**src/rtl/alarm_pkg.sv**
```systemverilog
// Shared types and timing constants for the alarm buzzer path.
// Cycle-count defaults are derived from CLK_HZ so a clock change only touches one line.
package alarm_pkg;

    typedef enum logic [1:0] {
        IDLE,
        BEEP_ON,
        BEEP_OFF,
        GAP
    } state_t;

    localparam int CLK_HZ     = 100_000_000;
    localparam int CYC_PER_MS = CLK_HZ / 1000;
    localparam int TONE_HZ    = 2000;

    localparam int TONE_HALF_DEF = CLK_HZ / (2 * TONE_HZ);
    localparam int ON_CYC_DEF    = 200 * CYC_PER_MS;
    localparam int OFF_CYC_DEF   = 200 * CYC_PER_MS;
    localparam int GAP_CYC_DEF   = 1000 * CYC_PER_MS;

    function automatic int max2(input int a, input int b);
        return (a > b) ? a : b;
    endfunction

endpackage

```
**src/rtl/alarm_buzzer_driver_tone_gen.sv**
```systemverilog
// Square-wave tone generator: registered output, phase restarts high on enable rise.
// Latency: output reflects en one cycle later. No backpressure; free-running while enabled.
// Output forced low whenever en is low.
module tone_gen #(
    parameter int TONE_HALF = 25000
) (
    input  logic clk,
    input  logic rst_n,
    input  logic en,
    output logic tone
);

    localparam int HW = (TONE_HALF > 1) ? $clog2(TONE_HALF) : 1;

    logic [HW-1:0] hcnt;
    logic          en_q;

    always_ff @(posedge clk or negedge rst_n) begin
        if (!rst_n) begin
            hcnt <= '0;
            en_q <= 1'b0;
            tone <= 1'b0;
        end else begin
            en_q <= en;
            if (en && !en_q) begin
                tone <= 1'b1;
                hcnt <= '0;
            end else if (en) begin
                if (hcnt == HW'(TONE_HALF - 1)) begin
                    tone <= ~tone;
                    hcnt <= '0;
                end else begin
                    hcnt <= hcnt + 1'b1;
                end
            end else begin
                tone <= 1'b0;
                hcnt <= '0;
            end
        end
    end

endmodule

```
**src/rtl/alarm_buzzer_driver.sv**
```systemverilog
// Alarm pattern sequencer: tone-gated beeps grouped into bursts with gaps, until stop or timeout.
// Latency: trig to active/buzz_out high is 1 cycle; stop to idle is 1 cycle.
// No backpressure: trig ignored while active, stop always wins.
module alarm_buzzer_driver
    import alarm_pkg::*;
#(
    parameter int TONE_HALF  = TONE_HALF_DEF,
    parameter int ON_CYC     = ON_CYC_DEF,
    parameter int OFF_CYC    = OFF_CYC_DEF,
    parameter int BEEPS      = 4,
    parameter int GAP_CYC    = GAP_CYC_DEF,
    parameter int MAX_BURSTS = 60
) (
    input  logic clk,
    input  logic rst_n,
    input  logic alarm_trig,
    input  logic stop,
    output logic buzz_out,
    output logic active,
    output logic done
);

    localparam int MAXC = max2(max2(ON_CYC, OFF_CYC), max2(GAP_CYC, TONE_HALF));
    localparam int CW   = (MAXC > 1) ? $clog2(MAXC) : 1;
    localparam int BW   = $clog2(max2(MAX_BURSTS, BEEPS) + 1);

    state_t        state_q, state_d;
    logic [CW-1:0] cnt_q, cnt_d;
    logic [BW-1:0] beep_q, beep_d, beep_inc;
    logic [BW-1:0] burst_q, burst_d, burst_inc;
    logic          done_d;

    always_comb begin
        state_d   = state_q;
        cnt_d     = cnt_q;
        beep_d    = beep_q;
        burst_d   = burst_q;
        done_d    = 1'b0;
        beep_inc  = beep_q + 1'b1;
        burst_inc = burst_q + 1'b1;

        case (state_q)
            IDLE: begin
                if (alarm_trig && !stop) begin
                    state_d = BEEP_ON;
                    cnt_d   = '0;
                    beep_d  = '0;
                    burst_d = '0;
                end
            end
            BEEP_ON: begin
                if (cnt_q == CW'(ON_CYC - 1)) begin
                    cnt_d   = '0;
                    beep_d  = beep_inc;
                    state_d = (beep_inc == BW'(BEEPS)) ? GAP : BEEP_OFF;
                end else begin
                    cnt_d = cnt_q + 1'b1;
                end
            end
            BEEP_OFF: begin
                if (cnt_q == CW'(OFF_CYC - 1)) begin
                    cnt_d   = '0;
                    state_d = BEEP_ON;
                end else begin
                    cnt_d = cnt_q + 1'b1;
                end
            end
            GAP: begin
                if (cnt_q == CW'(GAP_CYC - 1)) begin
                    cnt_d  = '0;
                    beep_d = '0;
                    if (MAX_BURSTS != 0 && burst_inc == BW'(MAX_BURSTS)) begin
                        state_d = IDLE;
                        burst_d = '0;
                        done_d  = 1'b1;
                    end else begin
                        state_d = BEEP_ON;
                        // Unlimited mode: hold at all-ones instead of wrapping
                        if (burst_q != '1) burst_d = burst_inc;
                    end
                end else begin
                    cnt_d = cnt_q + 1'b1;
                end
            end
            default: state_d = IDLE;
        endcase

        if (state_q != IDLE && stop) begin
            state_d = IDLE;
            cnt_d   = '0;
            beep_d  = '0;
            burst_d = '0;
            done_d  = 1'b0;
        end
    end

    always_ff @(posedge clk or negedge rst_n) begin
        if (!rst_n) begin
            state_q <= IDLE;
            cnt_q   <= '0;
            beep_q  <= '0;
            burst_q <= '0;
            active  <= 1'b0;
            done    <= 1'b0;
        end else begin
            state_q <= state_d;
            cnt_q   <= cnt_d;
            beep_q  <= beep_d;
            burst_q <= burst_d;
            active  <= (state_d != IDLE);
            done    <= done_d;
        end
    end

    // Enable is the next state so the registered tone lines up with the state change
    tone_gen #(
        .TONE_HALF(TONE_HALF)
    ) u_tone (
        .clk  (clk),
        .rst_n(rst_n),
        .en   (state_d == BEEP_ON),
        .tone (buzz_out)
    );

endmodule

```
**config.mk**
```make
export PLATFORM = sky130hd
export DESIGN_NAME = alarm_buzzer_driver
export DESIGN_NICKNAME = d
export VERILOG_FILES = /design/src/rtl/alarm_pkg.sv /design/src/rtl/alarm_buzzer_driver_tone_gen.sv /design/src/rtl/alarm_buzzer_driver.sv
export SDC_FILE = /design/constraint.sdc
export NUM_CORES = 1
export LEC_CHECK = 0
export CORE_MARGIN = 5
export CORE_UTILIZATION = 51
export CTS_CLUSTER_SIZE = 30
export DETAILED_ROUTE_END_ITERATION = 7
export PLACE_DENSITY = 0.74
export SLEW_MARGIN = 10
export SYNTH_ARGS = -nofsm -noshare
export SYNTH_HDL_FRONTEND = slang
export SYNTH_SLANG_ARGS = --single-unit
```
**constraint.sdc**
```tcl
create_clock -name clk -period 3.4 [get_ports clk]
set_input_delay 0.51 -clock clk [delete_from_list [all_inputs] [get_ports clk]]
set_output_delay 0.51 -clock clk [all_outputs]
set_load 0.02 [all_outputs]
```
==> results of run 1 <==
## flip-flops by register name, indices dropped and copies added, names as in the netlist
| signal | cells |
|---|---|
| cnt_q | 27 |
| u_tone.hcnt | 15 |
| beep_q | 6 |
| done | 1 |
| active | 1 |
| u_tone.en_q | 1 |
| u_tone.tone | 1 |
| state_q | 2 |
| burst_q | 6 |
## cell usage in the layout (no fill, tap or decap), types with 2 or more instances in the layout
master	n
a21o_1	2
a21oi_1	7
a31o_2	2
a31oi_1	9
and2_1	2
and3_1	13
and4_1	2
buf_4	3
bufinv_16	2
clkbuf_8	10
clkdlybuf4s50_1	5
clkinv_4	2
dfrtp_1	60
ha_1	9
inv_1	12
mux2_2	2
nand2_1	58
nand2b_1	5
nand3_1	30
nand4_1	5
nand4b_1	2
nor2_1	28
nor2_2	10
nor2b_1	3
nor3_1	3
o211ai_1	2
o21a_1	2
o21ai_0	42
o21ai_1	3
o22ai_1	2
o31ai_1	8
or2_2	2
or3_1	5
xnor2_1	7
xor2_1	13
## per-layer routing
| metal | vias to the layer above | global-route usage, % | share of wire (%) |
|---|---|---|---|
| met5 | - | 0 | 0 |
| met4 | 0 | 7.80 | 2.0 |
| met3 | 11 | 4.66 | 3.6 |
| met2 | 44 | 28.1 | 46 |
| met1 | 1332 | 22.9 | 48 |
| li1 | 1374 | - | - |
## synth_stat cells, types with 3 or more instances
cell / number
ha_1: 9
o31ai_1: 8
dfrtp_1: 60
xor2_1: 13
nor2b_1: 3
xnor2_1: 7
nor3_1: 3
a21oi_1: 7
inv_1: 12
and3_1: 13
clkbuf_1: 5
nand3_1: 30
a31oi_1: 9
nand2b_1: 5
nor2_2: 10
nand4_1: 5
o21ai_1: 3
o21ai_0: 42
or3_1: 5
nor2_1: 28
nand2_1: 58
## worst max path at each step
stage	endpoint	startpoint	cells past startpoint
floorplan	u_tone.hcnt[10]	cnt_q[23]	9
global placement	u_tone.hcnt[14]	cnt_q[18]	7
detailed placement	u_tone.hcnt[3]	cnt_q[18]	7
CTS	u_tone.hcnt[3]	cnt_q[18]	7
global route	u_tone.hcnt[6]	cnt_q[18]	7
finish	u_tone.hcnt[14]	cnt_q[18]	7
## metrics by stage
stage / instances / area, µm² / utilization (%) / hold WS (ns) / power [mW]
after global routing: 473 / 3750 / 58.5 / 0.436 / 2.07
after detailed placement: 457 / 3530 / 54.9 / 0.464 / 1.24
after CTS: 473 / 3750 / 58.5 / 0.372 / 1.97
after floorplan: 380 / 3400 / - / 0.214 / 1.12
after global placement: 457 / 3530 / 54.9 / 0.460 / 1.23
final: 473 / 3750 / 58.5 / 0.340 / 1.95
## where the power goes
group          total, mW  switching, mW  internal [mW]
logic              0.426          0.280          0.146
clock network      0.733          0.298          0.435
registers          0.795         0.0428          0.752
## area by class of cell
type | count | area share (%)
flip-flops and latches | 60 | 40.0
multi-input cells | 299 | 48.2
clock inverters | 5 | 2.27
well taps | 77 | 2.57
inverters | 12 | 1.20
repair buffers | 9 | 2.07
clock buffers | 11 | 3.77
## worst max-delay path: stages, from the launching register on
cell and delay (ns):
dfrtp_1 0.45, or4_4 0.57, nor4_4 0.24, and3_4 0.25
mux2_2 0.33, a221o_2 0.39, nand4b_4 0.23, nor2_1 0.08
## cells by family (layout without fill, tap and decap cells)
group / Yosys count / in the layout / synth area share [%]
AND/OR/NAND/NOR: 179 / 179 / 27.5
AO/OA/AOI/OAI: 88 / 88 / 16.2
flip-flops: 60 / 60 / 44.1
buffers and inverters: 21 / 37 / 2.79
XOR/XNOR: 20 / 20 / 5.15
adder cells (fa/ha/maj): 9 / 9 / 3.31
multiplexers: 3 / 3 / 0.955
==> key figures, run 1 <==
Timing
  • Final Slew Violations: 0
  • RSZ-0062 raised after global routing: no
  • Slew headroom: 30.8%
  • Final setup viols: 0
  • Setup WS post-layout: 0.753 ns
  • Crit path time final: between 2 and 3 ns
  • Fmax: approximately 0.38 GHz
  • Setup TNS: 0 ns
  • Fin crit share: approximately 80%
  • Fin. Hold Viols: 0
  • Clock skew: 0.0120 ns
  • Worst slew pin tran: 1.04 ns

Drt
  • Drt pass-1 iters: 4
  • Vias/cell: 5.84
  • DRT Wirelength: 6800 µm
  • Vias after detailed routing: 2761
  • ANT nets after route: 0
  • Routed len/inst: 14.4 µm
  • 1st-iter DRT viols: 125
  • DRC: 0

Final layout
  • Multi-input logic area: 1810 µm²
  • Number of diodes: 0
  • Layout cells sized above 1: 11.6%
  • Nets: 404
  • Fillers: 568
  • Area delta synth->final: 10.3%
  • Register area: 1500 µm²

Setup path
  • Reg2reg setup slack: 0.75 ns
  • WP data arrival: 2.88 ns
  • Req. time, crit path: 3.64 ns
  • CP startpoint kind: register
  • Max FO, Critical Path: 12
  • Worst R2R End: u_tone.hcnt[14]
  • Reg-to-Reg Start: cnt_q[18]
  • Logic depth of the worst register-to-register path: 7
  • Kind of critical path: reg -> reg
  • Worst setup EP type: register

Floorplanning
  • Die W: 91.7 µm
  • Cell Rows: 29
  • Die Y-Extent: ~92 µm
  • # IOs: 7
  • Initial Util: 53.0%
  • Die area: about 8400 µm²
  • Core area: roughly 6400 µm²

Clocking
  • Worst-path clk slew: 0.08 ns
  • Cts repair resizes: 0
  • Clock Root Buffer: clkbuf_8
  • Clock Sinks: 60
  • Clock Latency Late Sink: 0.35 ns
  • Bufs on Longest Clock Path: 2
  • CTS Hold Bufs: 0
  • # Post-CTS Setup Buffers: 0
  • CTS tree: built
  • Inserted Clock Buffers: 9
  • H-tree depth: 3

Global routing
  • Vias in the first global route: about 2700
  • Initial antenna violation count: 0
  • Overflow after GRT: 0
  • Pin count of the biggest net entering global routing: 48
  • Total GRT Usage: between 10% and 20%
  • First-pass GRT wire length: 12200 µm

Synthesis
  • Ys flop type: dfrtp_1
  • Seq/Total Area, Yosys: 44.1%
  • Post-synth top area share: 44.1%
  • Yosys cell types: 55
  • Synth area leaders: dfrtp_1, nand2_1, o21ai_0, nand3_1, xor2_1
  • Net Count, Synth: 393
  • Yosys synthesis warning count: 0
  • Netlist Area Pre-Place: about 3400 µm²
  • Syn avg cell area: 8.96 µm²
  • Area leader, netlist: dfrtp_1
  • Post-synth ARST share: 100%
  • Post-synth EDFFs: 0
  • FF+latch count, synth: 60
  • Cells after Synth: 380

Status
  • Status: finished clean

Worst hold path
  • Hold Crit Class: in -> async

Place
  • Port Buffers: 6
  • Post-DP HPWL: 4660 µm
  • Placer Congestion: 0.811
  • Pre-CTS setup slack: 0.736 ns

Flow run
  • Max-cap violations: 0

Power
  • P_leak: 1.54 nW
  • Power density over cell area: 520 nW/µm²
  • Worst VDD drop: 0.000294 V
Power figures use the tool's default switching activity.
==> run 2: changes to the inputs <==
--- a/config.mk
+++ b/config.mk
@@ -9,7 +9,7 @@
 export CORE_UTILIZATION = 51
 export CTS_CLUSTER_SIZE = 30
 export DETAILED_ROUTE_END_ITERATION = 7
-export PLACE_DENSITY = 0.74
+export PLACE_DENSITY = 0.77
 export SLEW_MARGIN = 10
 export SYNTH_ARGS = -nofsm -noshare
 export SYNTH_HDL_FRONTEND = slang
==> constraint.sdc (replaced) <==
create_clock -name clk -period 2.2 [get_ports clk]
set_input_delay 0.33 -clock clk [delete_from_list [all_inputs] [get_ports clk]]
set_output_delay 0.33 -clock clk [all_outputs]
set_load 0.02 [all_outputs]
==> run 2 against run 1 <==
Fmax increased by 9.0%. Final cell count increased by 12%. Largest cell class unchanged. Non-clock buffer count increased by 58. Power increased by 61%. Critical path type unchanged. Setup slack got worse by 0.98 ns. Critical path depth unchanged. Via count increased by 11%. The run now ends with setup timing left. Die area unchanged.
==> key figures, run 2 (synthesis results as in run 1) <==
Floorplanning
  • Core area: 6420 µm² (unchanged)
  • Die W: 91.7 µm (unchanged)
  • Initial Util: 53.0% (unchanged)
  • # IOs: 7 (unchanged)
  • Die area: 8410 µm² (unchanged)
  • Die Y-Extent: 91.7 µm (unchanged)
  • Cell Rows: 29 (unchanged)

Final layout
  • Area delta synth->final: 29.3%
  • Fillers: 503 (-11%)
  • Finished Cell Area: 4400 µm² (+17%)
  • Layout cells sized above 1: 28.8% (+17 points)
  • Largest register FFs: 27 (unchanged)
  • Multi-input logic area: 2020 µm² (+12%)
  • Most frequent cells in the layout: dfrtp_1, nand2_1, buf_4, o21ai_0, nand3_1
  • Finished Core Util: 68.5% (+10 points)
  • Nets: 463 (+15%)
  • Most common cell after layout, fill and taps aside: dfrtp_1
  • Number of diodes: 0 (unchanged)
  • Biggest registers after layout: cnt_q: 27 flops, u_tone.hcnt: 15 flops
  • Biggest register: cnt_q
  • Register area: 1500 µm² (about the same)

Power
  • Power density over cell area: 715 nW/µm² (+37%)
  • Worst VDD drop: 0.000415 V (+41%)
  • P_leak: 1.86 nW (+21%)

Global routing
  • First-pass GRT wire length: 13800 µm (+13%)
  • Initial antenna violation count: 0 (unchanged)
  • Met3 Track Usage GR: 6.22% (+1.6 points)
  • GRT busiest layer: met2
  • Pin count of the biggest net entering global routing: 28 (-42%)
  • Met1 usage: 25.0% (+2.1 points)
  • Overflow after GRT: 0 (unchanged)
  • Met2 Track Usage GR: 33.6% (+5.5 points)
  • Vias in the first global route: 3029 (+13%)
  • Total GRT Usage: 20.1% (+2.4 points)

Status
  • Failing checks: setup timing
  • Status: finished, violations left

Setup path
  • Worst Setup SP: cnt_q[18]
  • Max FO, Critical Path: 6 (-6)
  • Worst R2R End: u_tone.hcnt[14]
  • CP startpoint kind: register
  • Kind of critical path: reg -> reg
  • Critical Path End: u_tone.hcnt[14]
  • Req. time, crit path: 2.44 ns (-1.20 ns)
  • Logic depth of the worst register-to-register path: 7 (unchanged)
  • WP data arrival: 2.67 ns (-0.21 ns)
  • Worst setup EP type: register
  • Reg-to-Reg Start: cnt_q[18]
  • Reg2reg setup slack: -0.23 ns (-0.98 ns)

Clocking
  • Bufs on Longest Clock Path: 2 (unchanged)
  • Clock Latency Late Sink: 0.35 ns (about the same)
  • CTS tree: built
  • H-tree depth: 3 (unchanged)
  • Worst-path clk slew: 0.08 ns (about the same)
  • Clock Sinks: 60 (unchanged)
  • Inserted Clock Buffers: 9 (unchanged)
  • Clock Root Buffer: clkbuf_8

Drt
  • 1st-iter DRT viols: 178 (+42%)
  • ANT nets after route: 0 (unchanged)
  • DRC: 0 (unchanged)
  • DRT Wirelength: 8380 µm (+23%)
  • Drt pass-1 iters: 4 (unchanged)
  • Vias/cell: 5.77 (-1.2%)
  • Vias after detailed routing: 3068 (+11%)
  • Routed len/inst: 15.8 µm (+9.6%)

Place
  • Post-DP HPWL: 5240 µm (+12%)
  • Port Buffers: 6 (unchanged)
  • Placer Congestion: 0.886 (+9.1%)
  • Area after DPL: 3840 µm² (+9.0%)

Timing
  • Final setup viols: 28 (+28)
  • Slew headroom: 59.2% (+28 points)
  • Clock skew: 0.0130 ns (+0.000990 ns)
  • Fin. Hold Viols: 0 (unchanged)
  • Setup WS post-layout: -0.228 ns (-0.981 ns)
  • Fin crit share: 110% (+33 points)
  • RSZ-0062 raised after global routing: yes
  • Crit path time final: 2.43 ns (-0.219 ns)
  • Final Slew Violations: 0 (unchanged)
  • Fmax: 0.412 GHz (+9.0%)
  • Worst slew pin tran: 0.613 ns (-0.425 ns)

Worst hold path
  • Hold Crit Class: reg -> reg

Flow run
  • Max-cap violations: 0 (unchanged)
## run 2: critical path, stage by stage, from the launching register on
cell	delay [ns]
dfrtp_1	0.38
or4_4	0.55
nor4_4	0.18
and3_4	0.24
mux2_4	0.29
a221o_2	0.43
nand4b_4	0.18
nor2_1	0.07
## run 2: layer usage
layer,vias to the layer above,share of wire (%)
li1,1496,-
met1,1500,44
met2,56,51
met3,16,3.2
met4,0,2.3
met5,-,0
## run 2: report_power, final
part	leakage [nW]	switching (mW)	internal (mW)	total, mW
registers	0.829	0.0516	1.16	1.21
logic	0.948	0.594	0.441	1.03
clock network	0.0856	0.485	0.411	0.896
## run 2: worst min path at each step
stage	startpoint	depth (start not counted)	slack [ns]	to
after floorplan	rst_n	0	0.03	active
after global placement	rst_n	1	0.36	beep_q[5]
after detailed placement	rst_n	1	0.37	beep_q[5]
after CTS	u_tone.hcnt[0]	1	0.47	u_tone.hcnt[0]
after global routing	u_tone.hcnt[0]	1	0.50	u_tone.hcnt[0]
final	u_tone.hcnt[0]	1	0.47	u_tone.hcnt[0]
## run 2: final cells by class
type / instances / share of cell area, %
Clock inverter: 7 / 1.17
Tap cell: 77 / 2.19
Inverter: 12 / 1.02
Multi-Input combinational cell: 300 / 45.9
Sequential cell: 60 / 34.1
Timing Repair Buffer: 67 / 12.7
Clock buffer: 9 / 2.81
## run 2: what timing repair did
item | in CTS | in global routing
hold buffers | 1 | 0
cloned | 1 | 2
gates resized for setup | 4 | 52
hold endpoints to repair | 16 | 0
pin swaps | 4 | 18
buffers inserted | 2 | 14
setup endpoints to repair | 23 | 45
## run 2: stage by stage
step	setup slack, ns	cells	hold WS, ns	total power [mW]	TNS (ns)
after global placement	-0.157	497	0.361	2.04	-2.43
after global routing	-0.320	532	0.502	3.32	-8.11
after floorplan	-0.199	380	0.0344	1.74	-3.17
after CTS	-0.175	517	0.474	3.00	-2.93
final	-0.228	532	0.473	3.14	-4.18
after detailed placement	-0.196	497	0.374	2.06	-3.21
==> run 3: changes to the inputs <==
--- a/config.mk
+++ b/config.mk
@@ -5,11 +5,13 @@
 export SDC_FILE = /design/constraint.sdc
 export NUM_CORES = 1
 export LEC_CHECK = 0
+export CELL_PAD_IN_SITES_DETAIL_PLACEMENT = 1
+export CELL_PAD_IN_SITES_GLOBAL_PLACEMENT = 2
 export CORE_MARGIN = 5
-export CORE_UTILIZATION = 51
+export CORE_UTILIZATION = 42
 export CTS_CLUSTER_SIZE = 30
 export DETAILED_ROUTE_END_ITERATION = 7
-export PLACE_DENSITY = 0.77
+export PLACE_DENSITY = 0.91
 export SLEW_MARGIN = 10
 export SYNTH_ARGS = -nofsm -noshare
 export SYNTH_HDL_FRONTEND = slang
==> constraint.sdc (replaced) <==
create_clock -name clk -period 2.9 [get_ports clk]
set_input_delay 0.435 -clock clk [delete_from_list [all_inputs] [get_ports clk]]
set_output_delay 0.435 -clock clk [all_outputs]
set_load 0.02 [all_outputs]
==> run 3 against run 2 <==
The run now ends clean. Global-route usage shrank 2.5 points. Cell area down 13%. Final cell count shrank 5.6%. Setup slack improved by 0.46 ns. Flip-flop and latch count unchanged. Clock skew shrank 0.0027 ns. Count of clock-buffer cells in the layout stayed put. Die area is 19% higher. Sequential power shrank 23%. Combinational power down 48%. Critical path depth stayed put. Critical path type unchanged. Largest power group unchanged.
==> key figures, run 3 (synthesis results as in run 1) <==
Status
  • Status: finished clean

Final layout
  • Layout cells sized above 1: 12.8% (-16 points)
  • Area delta synth->final: 12.5%
  • Number of diodes: 0 (unchanged)
  • Most frequent cells in the layout: dfrtp_1, nand2_1, o21ai_0, nand3_1, nor2_1
  • Biggest registers after layout: cnt_q: 27 flops, u_tone.hcnt: 15 flops
  • Fillers: 919 (+83%)
  • Nets: 408 (-12%)
  • Biggest register: cnt_q
  • Most common cell after layout, fill and taps aside: dfrtp_1
  • Largest register FFs: 27 (unchanged)

Timing
  • Fin crit share: 92.1% (-18 points)
  • Setup TNS: 0 ns (+4.18 ns)
  • Final setup viols: 0 (-100%)
  • Clock skew: 0.0103 ns (-0.00266 ns)
  • Worst slew pin tran: 0.969 ns (+0.356 ns)
  • Fin. Hold Viols: 0 (unchanged)
  • Fmax: 0.375 GHz (-9.1%)
  • Final Slew Violations: 0 (unchanged)
  • Setup WS post-layout: 0.231 ns (+0.458 ns)
  • Crit path time final: 2.67 ns (+0.242 ns)
  • RSZ-0062 raised after global routing: no
  • Slew headroom: 35.4% (-24 points)

Setup path
  • CP startpoint kind: register
  • Max FO, Critical Path: 12 (+6)
  • Kind of critical path: reg -> reg
  • Logic depth of the worst register-to-register path: 7 (unchanged)
  • Worst setup EP type: register
  • WP data arrival: 2.89 ns (+0.22 ns)
  • CP max stage delay: 0.57 ns (+0.02 ns)
  • Slowest cell on crit path: or4_4
  • CP cell instances: or4_4 > nor4_4 > and3_4 > mux2_2 > a221o_2 > nand4b_4 > nor2_1
  • Reg2reg setup slack: 0.23 ns (+0.46 ns)
  • Req. time, crit path: 3.12 ns (+0.68 ns)
  • WP depth: 7 (unchanged)
  • Crit-path leading delay family: simple AND/OR/NAND/NOR gates
  • Worst Setup SP: cnt_q[18]
  • Worst R2R End: u_tone.hcnt[14]
  • Reg-to-Reg Start: cnt_q[18]
  • Critical Path End: u_tone.hcnt[14]
  • Worst path bufs/invs: 0 (unchanged)

Floorplanning
  • Initial Util: 43.6% (-9.4 points)
  • Die area: 10000 µm² (+19%)
  • Core area: 7810 µm² (+22%)
  • Die Y-Extent: 100 µm (+9.1%)
  • Cell Rows: 32 (+10%)
  • # IOs: 7 (unchanged)
  • Die W: 100 µm (+9.1%)

Clocking
  • Clock Sinks: 60 (unchanged)
  • Clock Root Buffer: clkbuf_8
  • # Post-CTS Setup Buffers: 0 (-2)
  • Bufs on Longest Clock Path: 2 (unchanged)
  • Cts repair resizes: 0 (-4)
  • H-tree depth: 3 (unchanged)
  • Clock Latency Late Sink: 0.34 ns (about the same)
  • CTS Hold Bufs: 0 (-1)
  • Inserted Clock Buffers: 9 (unchanged)
  • CTS tree: built
  • Worst-path clk slew: 0.07 ns (about the same)

Global routing
  • Vias in the first global route: 3053 (+0.79%)
  • Total GRT Usage: 17.6% (-2.5 points)
  • First-pass GRT wire length: 14200 µm (+3.1%)
  • Overflow after GRT: 0 (unchanged)
  • Initial antenna violation count: 0 (unchanged)
  • Pin count of the biggest net entering global routing: 45 (+61%)

Drt
  • Routed len/inst: 16.0 µm (+1.5%)
  • ANT nets after route: 0 (unchanged)
  • DRT Wirelength: 8030 µm (-4.2%)
  • Vias/cell: 5.55 (-3.8%)
  • DRC: 0 (unchanged)
  • 1st-iter DRT viols: 81 (-54%)
  • Vias after detailed routing: 2786 (-9.2%)
  • Drt pass-1 iters: 4 (unchanged)

Flow run
  • Max-cap violations: 0 (unchanged)

Power
  • P_leak: 1.57 nW (-16%)
  • Power density over cell area: 622 nW/µm² (-13%)
  • Worst VDD drop: 0.000206 V (-50%)

Worst hold path
  • Hold Crit Class: in -> async

Place
  • Pre-CTS setup slack: 0.246 ns (+0.443 ns)
  • Placer Congestion: 0.757 (-14%)
  • Post-DP HPWL: 5820 µm (+11%)
  • Port Buffers: 6 (unchanged)
==> run 3: cell types whose count changed in the layout (fill, tap and decap cells not counted), moves of 4 or more <==
cell and change:
buf_4 -48, o21ai_0 +11, o21ai_1 -10, nor2_1 +8, nor2_2 -6, o31ai_1 +4
==> run 3: per-stage QoR <==
stage | hold slack (ns) | cells | power, mW | utilization (%) | cell area, µm²
floorplan | 0.139 | 380 | 1.31 | - | 3400
global placement | 0.461 | 486 | 1.47 | 46.0 | 3590
detailed placement | 0.472 | 486 | 1.49 | 46.0 | 3590
CTS | 0.280 | 502 | 2.41 | 49.0 | 3830
global route | 0.344 | 502 | 2.52 | 49.0 | 3830
finish | 0.252 | 502 | 2.38 | 49.0 | 3830
==> run 3: worst min path at each step <==
stage / slack, ns / startpoint / to
final: 0.25 / rst_n / beep_q[3]
after CTS: 0.28 / rst_n / beep_q[3]
after floorplan: 0.14 / rst_n / active
after global placement: 0.46 / u_tone.hcnt[0] / u_tone.hcnt[0]
after global routing: 0.34 / rst_n / beep_q[3]
after detailed placement: 0.47 / beep_q[5] / beep_q[5]
==> run 3: cell type report <==
type	count	area, µm²	share of cell area, %
clock buffers	9	124	3.24
clock inverters	7	115	3.01
inverters	12	45.0	1.18
multi-input cells	299	1810	47.2
flip-flops and latches	60	1500	39.2
well taps	102	128	3.33
repair buffers	13	108	2.81
==> run 3: routing by layer <==
metal  wire [µm]  vias to the layer above  global-route usage [%]
li1            -                     1382                       -
met1        3720                     1366                    21.7
met2        3990                       28                    30.5
met3         194                       10                    4.24
met4         130                        0                    5.49
met5           0                        -                       0
==> run 3: report_power, final <==
part | switching (mW) | internal (mW) | leakage, nW
Clock | 0.347 | 0.567 | 0.115
Combinational | 0.352 | 0.181 | 0.624
Sequential | 0.0529 | 0.881 | 0.831
Total | 0.752 | 1.63 | 1.57
